## src/rtl/nv_ram_rws_512x256_fifo_ctrl_if.sv

```systemverilog
// nv_ram_rws_512x256_fifo_ctrl_if
// Valid/ready stream bundle used for both the producer (push) side and the
// consumer (pop) side of the FIFO controller.
//   master: drives valid/data, receives ready
//   slave : receives valid/data, drives ready
interface nv_ram_rws_512x256_fifo_ctrl_if #(
  parameter int DW = 256
);
  logic          valid;
  logic          ready;
  logic [DW-1:0] data;

  modport master (output valid, output data, input ready);
  modport slave  (input valid, input data, output ready);
endinterface

```

## src/rtl/nv_ram_rws_512x256_fifo_ctrl.sv

```systemverilog
// nv_ram_rws_512x256_fifo_ctrl
// Runs one external two-port RAM (registered read address, 1-cycle read) as a
// valid/ready FIFO. Reads are issued ahead of demand into a 2-entry output
// buffer so the consumer can pop one word per cycle without bubbles.
// Optional feature: define NV_RAM_FIFO_CTRL_FLUSH_EN to add a synchronous
// flush input that empties the FIFO at the next edge.
module nv_ram_rws_512x256_fifo_ctrl #(
  parameter int DEPTH = 512,
  parameter int AW    = 9,
  parameter int DW    = 256
) (
  input  logic                           clk,
  input  logic                           rst,
  nv_ram_rws_512x256_fifo_ctrl_if.slave  wr,
  nv_ram_rws_512x256_fifo_ctrl_if.master rd,
  output logic [AW-1:0]                  ram_wa,
  output logic                           ram_we,
  output logic [DW-1:0]                  ram_di,
  output logic [AW-1:0]                  ram_ra,
  output logic                           ram_re,
  input  logic [DW-1:0]                  ram_dout,
  output logic [AW:0]                    ram_used,
  output logic [AW+2:0]                  fifo_count,
  input  logic [31:0]                    pwrbus_ram_pd,
  output logic [31:0]                    ram_pwrbus_pd
`ifdef NV_RAM_FIFO_CTRL_FLUSH_EN
  ,
  input  logic                           flush
`endif
);

  localparam logic [AW:0] FULL = (AW+1)'(DEPTH);

  // Registered state
  logic [AW-1:0]  wr_ptr_r,   rd_ptr_r;
  logic [AW:0]    used_r;
  logic           inflight_r;
  logic [1:0]     ob_cnt_r;
  logic [DW-1:0]  ob0_r,      ob1_r;
  logic [AW+2:0]  count_r;

  // Next-state values
  logic [AW-1:0]  wr_ptr_nxt, rd_ptr_nxt;
  logic [AW:0]    used_nxt;
  logic           inflight_nxt;
  logic [1:0]     ob_cnt_nxt;
  logic [DW-1:0]  ob0_nxt,    ob1_nxt;
  logic [AW+2:0]  count_nxt;

  // Handshake decode
  logic           flush_en;
  logic           push;
  logic           pop;
  logic           rd_issue;
  logic [2:0]     occ;
  logic [2:0]     occ_limit;

`ifdef NV_RAM_FIFO_CTRL_FLUSH_EN
  assign flush_en = flush;
`else
  assign flush_en = 1'b0;
`endif

  // Space is judged from registered occupancy only; a pop in the same cycle
  // does not create room for a push.
  assign wr.ready  = !rst && !flush_en && (used_r < FULL);
  assign rd.valid  = (ob_cnt_r != 2'd0) && !flush_en;
  assign rd.data   = ob0_r;

  assign push      = wr.valid && wr.ready;
  assign pop       = rd.valid && rd.ready;

  // Issue a read only if its word is guaranteed a buffer slot when it lands:
  // buffered + in-flight - leaving this cycle must stay below 2.
  assign occ       = {1'b0, ob_cnt_r} + {2'b00, inflight_r};
  assign occ_limit = 3'd2 + {2'b00, pop};
  assign rd_issue  = !flush_en && (used_r != {(AW+1){1'b0}}) && (occ < occ_limit);

  assign ram_wa        = wr_ptr_r;
  assign ram_we        = push;
  assign ram_di        = wr.data;
  assign ram_ra        = rd_ptr_r;
  assign ram_re        = rd_issue;
  assign ram_used      = used_r;
  assign fifo_count    = count_r;
  assign ram_pwrbus_pd = pwrbus_ram_pd;

  // Next-state: pointers, RAM occupancy, read-in-flight flag and output buffer
  always_comb begin
    wr_ptr_nxt   = wr_ptr_r;
    rd_ptr_nxt   = rd_ptr_r;
    used_nxt     = used_r;
    inflight_nxt = rd_issue;
    ob_cnt_nxt   = ob_cnt_r;
    ob0_nxt      = ob0_r;
    ob1_nxt      = ob1_r;

    if (flush_en) begin
      wr_ptr_nxt   = {AW{1'b0}};
      rd_ptr_nxt   = {AW{1'b0}};
      used_nxt     = {(AW+1){1'b0}};
      inflight_nxt = 1'b0;
      ob_cnt_nxt   = 2'd0;
    end else begin
      // Pointers wrap naturally because DEPTH == 2**AW
      if (push) begin
        wr_ptr_nxt = wr_ptr_r + AW'(1);
      end else begin
        wr_ptr_nxt = wr_ptr_r;
      end

      if (rd_issue) begin
        rd_ptr_nxt = rd_ptr_r + AW'(1);
      end else begin
        rd_ptr_nxt = rd_ptr_r;
      end

      case ({push, rd_issue})
        2'b10:   used_nxt = used_r + (AW+1)'(1);
        2'b01:   used_nxt = used_r - (AW+1)'(1);
        default: used_nxt = used_r;
      endcase

      // Output buffer: ob0 is the head; a captured word goes to the tail
      case ({pop, inflight_r})
        2'b11: begin
          if (ob_cnt_r == 2'd2) begin
            ob0_nxt = ob1_r;
            ob1_nxt = ram_dout;
          end else begin
            ob0_nxt = ram_dout;
          end
        end
        2'b10: begin
          ob0_nxt    = ob1_r;
          ob_cnt_nxt = ob_cnt_r - 2'd1;
        end
        2'b01: begin
          if (ob_cnt_r == 2'd0) begin
            ob0_nxt = ram_dout;
          end else begin
            ob1_nxt = ram_dout;
          end
          ob_cnt_nxt = ob_cnt_r + 2'd1;
        end
        default: begin
          ob_cnt_nxt = ob_cnt_r;
        end
      endcase
    end

    count_nxt = (AW+3)'(used_nxt) + (AW+3)'(inflight_nxt) + (AW+3)'(ob_cnt_nxt);
  end

  // State registers with asynchronous reset discarding all contents
  always_ff @(posedge clk or posedge rst) begin
    if (rst) begin
      wr_ptr_r   <= {AW{1'b0}};
      rd_ptr_r   <= {AW{1'b0}};
      used_r     <= {(AW+1){1'b0}};
      inflight_r <= 1'b0;
      ob_cnt_r   <= 2'd0;
      ob0_r      <= {DW{1'b0}};
      ob1_r      <= {DW{1'b0}};
      count_r    <= {(AW+3){1'b0}};
    end else begin
      wr_ptr_r   <= wr_ptr_nxt;
      rd_ptr_r   <= rd_ptr_nxt;
      used_r     <= used_nxt;
      inflight_r <= inflight_nxt;
      ob_cnt_r   <= ob_cnt_nxt;
      ob0_r      <= ob0_nxt;
      ob1_r      <= ob1_nxt;
      count_r    <= count_nxt;
    end
  end

endmodule

```

## src/flat_wrapper.sv

```systemverilog
// flat-port wrapper written by rule: the top's interface ports become plain ports
module nv_ram_rws_512x256_fifo_ctrl_flat 
#(
  parameter int DEPTH = 512,
  parameter int AW    = 9,
  parameter int DW    = 256
)
  (clk, rst, ram_wa, ram_we, ram_di, ram_ra, ram_re, ram_dout, ram_used, fifo_count, pwrbus_ram_pd, ram_pwrbus_pd, wr_valid, wr_data, wr_ready, rd_valid, rd_data, rd_ready);
  nv_ram_rws_512x256_fifo_ctrl_if #(.DW(DW)) wr_i ();
  nv_ram_rws_512x256_fifo_ctrl_if #(.DW(DW)) rd_i ();
  input  logic clk;
  input  logic rst;
  output logic [AW-1:0] ram_wa;
  output logic ram_we;
  output logic [DW-1:0] ram_di;
  output logic [AW-1:0] ram_ra;
  output logic ram_re;
  input  logic [DW-1:0] ram_dout;
  output logic [AW:0] ram_used;
  output logic [AW+2:0] fifo_count;
  input  logic [31:0] pwrbus_ram_pd;
  output logic [31:0] ram_pwrbus_pd;
  input wire logic [$bits(wr_i.valid)-1:0] wr_valid;
  input wire logic [$bits(wr_i.data)-1:0] wr_data;
  output wire logic [$bits(wr_i.ready)-1:0] wr_ready;
  output wire logic [$bits(rd_i.valid)-1:0] rd_valid;
  output wire logic [$bits(rd_i.data)-1:0] rd_data;
  input wire logic [$bits(rd_i.ready)-1:0] rd_ready;
  assign wr_i.valid = wr_valid;
  assign wr_i.data = wr_data;
  assign wr_ready = wr_i.ready;
  assign rd_valid = rd_i.valid;
  assign rd_data = rd_i.data;
  assign rd_i.ready = rd_ready;
  nv_ram_rws_512x256_fifo_ctrl #(.DEPTH(DEPTH), .AW(AW), .DW(DW)) u_core (.clk(clk), .rst(rst), .wr(wr_i), .rd(rd_i), .ram_wa(ram_wa), .ram_we(ram_we), .ram_di(ram_di), .ram_ra(ram_ra), .ram_re(ram_re), .ram_dout(ram_dout), .ram_used(ram_used), .fifo_count(fifo_count), .pwrbus_ram_pd(pwrbus_ram_pd), .ram_pwrbus_pd(ram_pwrbus_pd));
endmodule
```

## config.mk

```make
export PLATFORM = sky130hd
export DESIGN_NAME = nv_ram_rws_512x256_fifo_ctrl_flat
export DESIGN_NICKNAME = d
export VERILOG_FILES = /design/src/rtl/nv_ram_rws_512x256_fifo_ctrl_if.sv /design/src/rtl/nv_ram_rws_512x256_fifo_ctrl.sv /design/src/flat_wrapper.sv
export SDC_FILE = /design/constraint.sdc
export NUM_CORES = 1
export LEC_CHECK = 0
export ABC_CLOCK_PERIOD_IN_PS = 48000
export CAP_MARGIN = 25
export CORE_AREA = 2 2 443 445
export CTS_CLUSTER_SIZE = 16
export DETAILED_ROUTE_END_ITERATION = 6
export DIE_AREA = 0 0 445 447
export PLACE_DENSITY = 0.37
export SYNTH_ARGS = -nofsm -noshare
export SYNTH_HDL_FRONTEND = slang
export SYNTH_SLANG_ARGS = --single-unit
```

## constraint.sdc

```tcl
create_clock -name clk -period 48 [get_ports clk]
set_input_delay 14.4 -clock clk [delete_from_list [all_inputs] [get_ports clk]]
set_output_delay 14.4 -clock clk [all_outputs]
set_load 0.02 [all_outputs]
```

==> results of run 1 <==
==> routing by layer <==
layer	global-route usage, %	wire length [µm]	up-vias
li1	-	-	8767
met1	10.9	39000	9744
met2	18.7	57000	677
met3	4.38	10100	324
met4	7.57	8240	4
met5	0.635	186	-
==> final timing paths <==
check,depth (start not counted),start,to
worst max register to register,11,u_core.ob_cnt_r[0],u_core.ob1_r[94]
worst min-delay path,1,u_core.rd.data[255],u_core.rd.data[255]
min in group asynchronous,2,rst,u_core.ram_wa[1]
worst min register to register,1,u_core.rd.data[255],u_core.rd.data[255]
worst max-delay path,6,rd_ready,ram_re
max in group asynchronous,6,rst,u_core.ob1_r[21]
==> sequential cells by signal (all words and copies together) (netlist names) <==
name and cells:
u_core.ob1_r 256, u_core.rd.data 256, u_core.fifo_count 12, u_core.ram_used 10, u_core.ram_ra 9, u_core.ram_wa 9
u_core.ob_cnt_r 2, u_core.inflight_r 1
==> power by group through the flow <==
stage	combinational, mW	clock (mW)	sequential, mW
after global placement	1.64	0	0.842
after detailed placement	1.65	0	0.850
after floorplan	0.954	0	0.959
final	1.61	0.614	0.842
after CTS	1.65	0.646	0.843
after global routing	1.77	0.659	0.873
==> worst max-delay path, cell delays in order <==
cell and delay, ns:
clkdlybuf4s50_1 0.51, nand2_1 0.20, o21a_1 0.24, a311oi_2 0.24, buf_4 0.24, clkdlybuf4s50_1 0.65
==> through the flow <==
step | util [%] | instances | total power [mW] | hold WS, ns | setup WS, ns
finish | 18.4 | 5211 | 3.07 | 0.470 | 17.11
global route | 18.4 | 5211 | 3.30 | 0.488 | 17.00
CTS | 18.3 | 5204 | 3.14 | 0.477 | 17.03
global placement | 16.9 | 5065 | 2.48 | 0.459 | 17.04
detailed placement | 16.9 | 5065 | 2.50 | 0.463 | 17.05
floorplan | - | 2404 | 1.91 | 0.482 | 18.08
==> cells in the mapped netlist (3+ instances only) <==
| cell | number |
|---|---|
| a21oi_1 | 15 |
| a311oi_1 | 82 |
| o21a_1 | 3 |
| and3_1 | 5 |
| nand2b_1 | 3 |
| nand4_1 | 7 |
| ha_1 | 20 |
| o21ai_0 | 177 |
| nor2_1 | 16 |
| buf_4 | 288 |
| nand2_1 | 356 |
| a211oi_1 | 3 |
| buf_2 | 58 |
| nor3_1 | 3 |
| inv_1 | 16 |
| clkbuf_1 | 118 |
| a22oi_1 | 174 |
| dfrtp_1 | 555 |
| a221oi_1 | 83 |
| xor2_1 | 12 |
| mux2_2 | 260 |
| a21o_1 | 83 |
| xnor2_1 | 21 |
==> logic make-up after synthesis <==
group,count (synthesis),share of synthesized area (%)
adder cells (fa/ha/maj),23,1.13
AND/OR/NAND/NOR,408,6.23
other,1,0.0141
buffers and inverters,484,11.2
flip-flops,555,52.1
multiplexers,262,11.1
AO/OA/AOI/OAI,637,17.1
XOR/XNOR,34,1.15
==> area by class of cell <==
class,instances,area [µm²]
diodes,4,10.0
clock buffers,116,2310
clock inverters,23,378
fillers,21300,159000
inverters,16,67.6
multi-input cells,1365,9860
flip-flops and latches,555,13900
well taps,2542,3180
repair buffers,590,5940
==> placed cells by master (no fill, tap or decap), types with 12 or more instances in the layout <==
cell | Yosys | final
inv_1 | 16 | 15
a21o_1 | 83 | 83
clkbuf_1 | 118 | 18
a22oi_1 | 174 | 174
xnor2_1 | 21 | 21
dfrtp_1 | 555 | 555
nand2_1 | 356 | 356
ha_1 | 20 | 18
a311oi_1 | 82 | 82
a21oi_1 | 15 | 13
clkbuf_16 | 0 | 79
nor2_1 | 16 | 16
xor2_1 | 12 | 12
buf_4 | 288 | 24
a221oi_1 | 83 | 83
o21ai_0 | 177 | 177
clkdlybuf4s50_1 | 0 | 559
mux2_2 | 260 | 259
clkbuf_8 | 0 | 19
==> results_dict.tcl, run 1 <==
set metrics [dict create \
    status "completed" \
    grt_pass1_vias 19500 \
    ys_top_cells_by_area "dfrtp_1 52%, mux2_2 11%, buf_4 8.1%" \
    die_h_um 447 \
    worstPathArrival_ns 16.49 \
    grt.total_usage_pct 11.0 \
    power.share.clock_pct 20.0 \
    drtAntennaViolNets 0 \
    synth_async_sr_flop_share_pct 100 \
    fmax_ghz 0.0324 \
    ys_ff_latch 555 \
    synth_largest_area_cell "dfrtp_1" \
    switching_power_mw 1.30 \
    worst-path-max-fanout 9 \
    io_pins 1136 \
    coreArea_um2 194000 \
    cts.sinks 555 \
    seq_power_share_pct 27.4 \
    numPortBuffers 559 \
    synth-seq-area-share_pct 52.1 \
    drt_first_pass_iters 5 \
    setup_tns_ns 0 \
    syn_nets 2974 \
    drt-total-wl_um 114000 \
    worstSetupStartpointType "input pin" \
    fin_crit_sh_pct 64.3 \
    gp_congestion 0.722 \
    yosysUniqueCellTypes 58 \
    synth_area_per_cell_um2 11.1 \
    ys_warn_count 0 \
    path_clk_slew_ns 0.05 \
    slew_headroom_pct 32.3 \
    p_int_mw 1.77 \
    start_util_pct 13.7 \
    vias_per_cell 3.75 \
    drc 0 \
    cp.required_ns 33.60 \
    synth_area_um2 26700 \
    cts_inserted_buffers 78 \
    vias 19500 \
    finalSetupViolCount 0 \
    clk_latency_ns 0.69 \
    finClkSkew_ns 0.0210 \
    row_count 162 \
    drv_cap 0 \
    clk_path_buf_depth 3 \
    worstMarginPinSlew_ns 1.02 \
    period_needed_ns 30.89 \
    powerDensity_nw_per_um2 86.2 \
    maxSlewViolCount 0 \
    pwr-share-comb_pct 52.6 \
    drt_iter0_drc 1076 \
    rsz0062_at_grt "no" \
    hpwl_um 78400 \
    cts.repair.resized 0 \
    grt_pass1_wl_um 157000 \
    crit_path_end_kind "primary output" \
    die_w_um 445 \
    cts_root_buf "clkbuf_16" \
    wl_per_cell_um 22.0 \
    cts_tree "yes" \
    synth_top_area_share_pct 52.1 \
    switching_share_pct 42.3 \
    placed_area_um2 32900 \
    grt_max_degree 170 \
    h-tree-depth 3 \
    antenna_found_initial 8 \
    cts_hold_buf 0 \
    rrSetupSlack_ns 42.40 \
    synthFlopType "dfrtp_1" \
    syn2layout_area_growth_pct 33.7 \
    drive_gt1_share_pct 16.4 \
    nets 3176 \
    gr-total-overflow 0 \
    synth_cells 2404 \
    p_leak_nw 14.1 \
    critical_path_class "input pin to primary output" \
    synth_edf_count 0 \
    final-hold-violation-count 0 \
    ir_drop_mv 0.0750 \
    cts_setup_buffers 0 \
    dieArea_um2 199000 \
    worstHoldPathType "flip-flop to flip-flop" \
    fin_area_um2 35600 \
]
(Power assumes the default switching activity.)
==> run 2, diff against run 1 <==
ABC_CLOCK_PERIOD_IN_PS = 29000   (was 48000)
clock period = 29 ns   (was 48 ns; I/O delays follow)
==> results_dict.tcl, run 2 (synthesized netlist as in run 1, its figures left out) <==
set metrics [dict create \
    vias_per_cell 3.74 \
    drt_first_pass_iters 7 \
    setup_tns_ns 0 \
    crit_path_end_kind "primary output" \
    final_common_cell "clkdlybuf4s50_1" \
    grt_pass1_vias 19600 \
    wl_per_cell_um 21.9 \
    clk_path_buf_depth 3 \
    coreArea_um2 194000 \
    rsz0062_at_grt "no" \
    finClkSkew_ns 0.0429 \
    nets 3177 \
    gp_congestion 0.726 \
    cts_tree "yes" \
    dp.cells 5069 \
    final_util_pct 18.3 \
    cp.required_ns 20.30 \
    antenna_found_initial 8 \
    io_pins 1136 \
    vias 19500 \
    hpwl_um 79700 \
    fin_area_um2 35500 \
    cts_root_buf "clkbuf_16" \
    fin_cells 5212 \
    die_w_um 445 \
    dieArea_um2 199000 \
    status "completed" \
    cts_inserted_buffers 77 \
    placed_area_um2 32900 \
    numPortBuffers 559 \
    r2r_start "u_core.ob_cnt_r[0]" \
    fmax_ghz 0.0514 \
    clk_latency_ns 0.68 \
    row_count 162 \
    critPathLaunch "rd_ready" \
    period_needed_ns 19.47 \
    ir_drop_mv 0.0975 \
    critical_path_class "input pin to primary output" \
    hp-start "u_core.rd.data[209]" \
    cts_hold_buf 0 \
    powerDensity_nw_per_um2 142 \
    p_leak_nw 14.1 \
    worstHoldPathType "flip-flop to flip-flop" \
    h-tree-depth 3 \
    maxSlewViolCount 0 \
    start_util_pct 13.7 \
    die_h_um 447 \
    drt-total-wl_um 114000 \
    drtAntennaViolNets 0 \
    cts_setup_buffers 0 \
    drive_gt1_share_pct 16.5 \
    final-hold-violation-count 0 \
    worstMarginPinSlew_ns 0.971 \
    drc 0 \
    slew_headroom_pct 35.3 \
    setup_ws_ns 9.53 \
    cts.sinks 555 \
    final_cell_mix "559 x clkdlybuf4s50_1, 555 x dfrtp_1, 356 x nand2_1" \
    gr-total-overflow 0 \
    syn2layout_area_growth_pct 33.2 \
    cts.repair.resized 0 \
    drv_cap 0 \
    finalHoldWorstSlack_ns 0.469 \
    grt_pass1_wl_um 157000 \
    fin_crit_sh_pct 67.1 \
    grt.total_usage_pct 11.0 \
    worst-path-max-fanout 9 \
    drt_iter0_drc 1235 \
    pre_cts_slack_ns 9.48 \
    grt_max_degree 154 \
    worstPathArrival_ns 10.77 \
    path_clk_slew_ns 0.05 \
    finalSetupViolCount 0 \
    worstSetupStartpointType "input pin" \
    total_power_mw 5.03 \
]
run 2: cell types whose count changed in the layout (fill, tap and decap cells not counted), sizes merged:
cell | previous run | this run
clkbuf | 116 | 112
diode | 4 | 6
buf | 31 | 33
bufinv | 7 | 3
clkinv | 9 | 16
inv | 22 | 20
run 2: area by class of cell:
type / count / area [µm²]
tap: 2542 / 3180
clock buffer: 112 / 2280
sequential: 555 / 13900
timing repair buffer: 592 / 5890
clock inverter: 24 / 322
inverter: 16 / 67.6
antenna: 6 / 15.0
multi-input combinational: 1365 / 9860
fill: 21400 / 159000
run 2: routing by layer:
metal | global-route usage, % | wire length, µm
met3 | 4.16 | 9720
met5 | 0.708 | 193
met1 | 11.0 | 38700
met4 | 6.85 | 6680
met2 | 19.1 | 58800
run 2: path summary, 6_finish.rpt:
kind,to,slack (ns),cells past startpoint
min in group asynchronous,u_core.ram_wa[3],8.51,2
worst min register to register,u_core.rd.data[209],0.47,1
max in group asynchronous,u_core.ob1_r[27],17.71,5
worst max-delay path,ram_re,9.53,6
worst max register to register,u_core.fifo_count[8],23.97,19
worst min-delay path,u_core.rd.data[209],0.47,1
run 2: power by group:
group          leakage (nW)  switching [mW]  total [mW]  internal, mW
Combinational          6.07            1.53        2.66          1.14
Clock                  1.28           0.402       0.979         0.577
Sequential             6.75           0.217        1.39          1.17
Total                  14.1            2.15        5.03          2.89
run 2: critical path, cell delays in order:
cell             delay (ns)
clkdlybuf4s50_1        0.51
nand2_1                0.16
o21a_1                 0.21
a311oi_2               0.27
buf_4                  0.25
clkdlybuf4s50_1        0.65
==> run 3, diff against run 2 <==
ABC_CLOCK_PERIOD_IN_PS = 19300   (was 29000)
clock period = 19.3 ns   (was 29 ns; I/O delays follow)
==> results_dict.tcl, run 3 (synthesized netlist as in run 1, its figures left out) <==
set metrics [dict create \
    drc 0 \
    ir_drop_mv 0.104 \
    worstHoldPathType "flip-flop to flip-flop" \
    coreArea_um2 194000 \
    cp.required_ns 13.51 \
    hpwl_um 78100 \
    m1WireLength_um 38700 \
    finalSetupViolCount 0 \
    grt.total_usage_pct 10.9 \
    setup_tns_ns 0 \
    worstMarginPinSlew_ns 1.06 \
    status "completed" \
    drt-total-wl_um 113000 \
    setup_ws_ns 5.63 \
    grt_max_degree 195 \
    drt_iter0_drc 1163 \
    cts_root_buf "clkbuf_16" \
    syn2layout_area_growth_pct 32.8 \
    start_util_pct 13.7 \
    vias_per_cell 3.75 \
    gr-total-overflow 0 \
    cts_tree "yes" \
    drv_cap 0 \
    final-hold-violation-count 0 \
    numPortBuffers 559 \
    rsz0062_at_grt "no" \
    cts_inserted_buffers 76 \
    pre_cts_slack_ns 5.59 \
    slew_headroom_pct 29.3 \
    path_clk_slew_ns 0.05 \
    die_w_um 445 \
    grt_pass1_vias 19400 \
    powerDensity_nw_per_um2 213 \
    wl_per_cell_um 21.7 \
    row_count 162 \
    worstSetupStartpointType "input pin" \
    worstPathArrival_ns 7.88 \
    maxSlewViolCount 0 \
    critical_path_class "input pin to primary output" \
    cts_setup_buffers 0 \
    dr_wl_met3_um 10400 \
    cts_hold_buf 0 \
    crit_path_end_kind "primary output" \
    drive_gt1_share_pct 15.9 \
    nets 3170 \
    finClkSkew_ns 0.0639 \
    gp_congestion 0.725 \
    cts.sinks 555 \
    p_leak_nw 14.0 \
    dieArea_um2 199000 \
    drtAntennaViolNets 0 \
    fin_crit_sh_pct 70.8 \
    io_pins 1136 \
    die_h_um 447 \
    period_needed_ns 13.67 \
    antenna_found_initial 11 \
    grt_pass1_wl_um 156000 \
    dr.max_layer_used "met5" \
    final_cell_mix "559 x clkdlybuf4s50_1, 555 x dfrtp_1, 356 x nand2_1" \
    clk_latency_ns 0.70 \
    h-tree-depth 3 \
    wl_met2_um 56500 \
    clk_path_buf_depth 3 \
    worst-path-max-fanout 9 \
    vias 19500 \
    drt_first_pass_iters 5 \
    fmax_ghz 0.0732 \
    cts.repair.resized 0 \
    final_common_cell "clkdlybuf4s50_1" \
]
==> run 3: cell count changes in the layout (fill, tap and decap cells not counted), sizes merged <==
cell      delta
bufinv       +1
inv          -1
buf          -6
clkinvlp     +2
clkinv       -3
diode        +3
==> run 3: stage by stage <==
| stage | cells | utilization (%) | area (µm²) | power (mW) | hold slack, ns |
|---|---|---|---|---|---|
| 3_3_place_gp | 5063 | 16.9 | 32800 | 6.18 | 0.461 |
| 2_1_floorplan | 2404 | - | 26700 | 4.76 | 0.482 |
| 5_1_grt | 5206 | 18.2 | 35400 | 8.10 | 0.480 |
| 6_report | 5208 | 18.2 | 35400 | 7.52 | 0.472 |
| 3_5_place_dp | 5063 | 16.9 | 32800 | 6.21 | 0.463 |
| 4_1_cts | 5198 | 18.2 | 35400 | 7.71 | 0.478 |
==> run 3: routing by layer <==
| layer | vias up | global-route usage, % |
|---|---|---|
| met1 | 9790 | 11.0 |
| met2 | 652 | 18.4 |
| met3 | 297 | 4.55 |
| met5 | - | 0.269 |
| li1 | 8777 | - |
| met4 | 4 | 7.33 |
==> run 3: worst paths after layout <==
| kind | from | end | slack [ns] | cells past startpoint |
|---|---|---|---|---|
| worst max-delay path | rd_ready | ram_re | 5.63 | 6 |
| max in group asynchronous | rst | u_core.ob1_r[153] | 10.99 | 6 |
| worst min register to register | u_core.rd.data[205] | u_core.rd.data[205] | 0.47 | 1 |
| worst max register to register | u_core.ob_cnt_r[0] | u_core.rd.data[80] | 13.60 | 11 |
| worst min-delay path | u_core.rd.data[205] | u_core.rd.data[205] | 0.47 | 1 |
| min in group asynchronous | rst | u_core.rd.data[186] | 5.55 | 3 |
==> run 3: cell type report <==
| cell class | count | area [µm²] |
|---|---|---|
| fillers | 21400 | 159000 |
| flip-flops and latches | 555 | 13900 |
| multi-input cells | 1365 | 9850 |
| repair buffers | 586 | 5870 |
| well taps | 2542 | 3180 |
| clock buffers | 112 | 2180 |
| clock inverters | 23 | 333 |
| inverters | 16 | 63.8 |
| diodes | 9 | 22.5 |
==> run 3: report_power, final <==
part           internal (mW)  switching (mW)  leakage [nW]
Clock                  0.843           0.594          1.22
Combinational           1.70            2.30          6.04
Sequential              1.77           0.323          6.75
Total                   4.31            3.21          14.0
==> run 3: worst max-delay path, cell delays in order <==
cell,delay [ns]
clkdlybuf4s50_1,0.52
nand2_1,0.18
o21a_1,0.23
a311oi_2,0.23
buf_4,0.24
clkdlybuf4s50_1,0.66
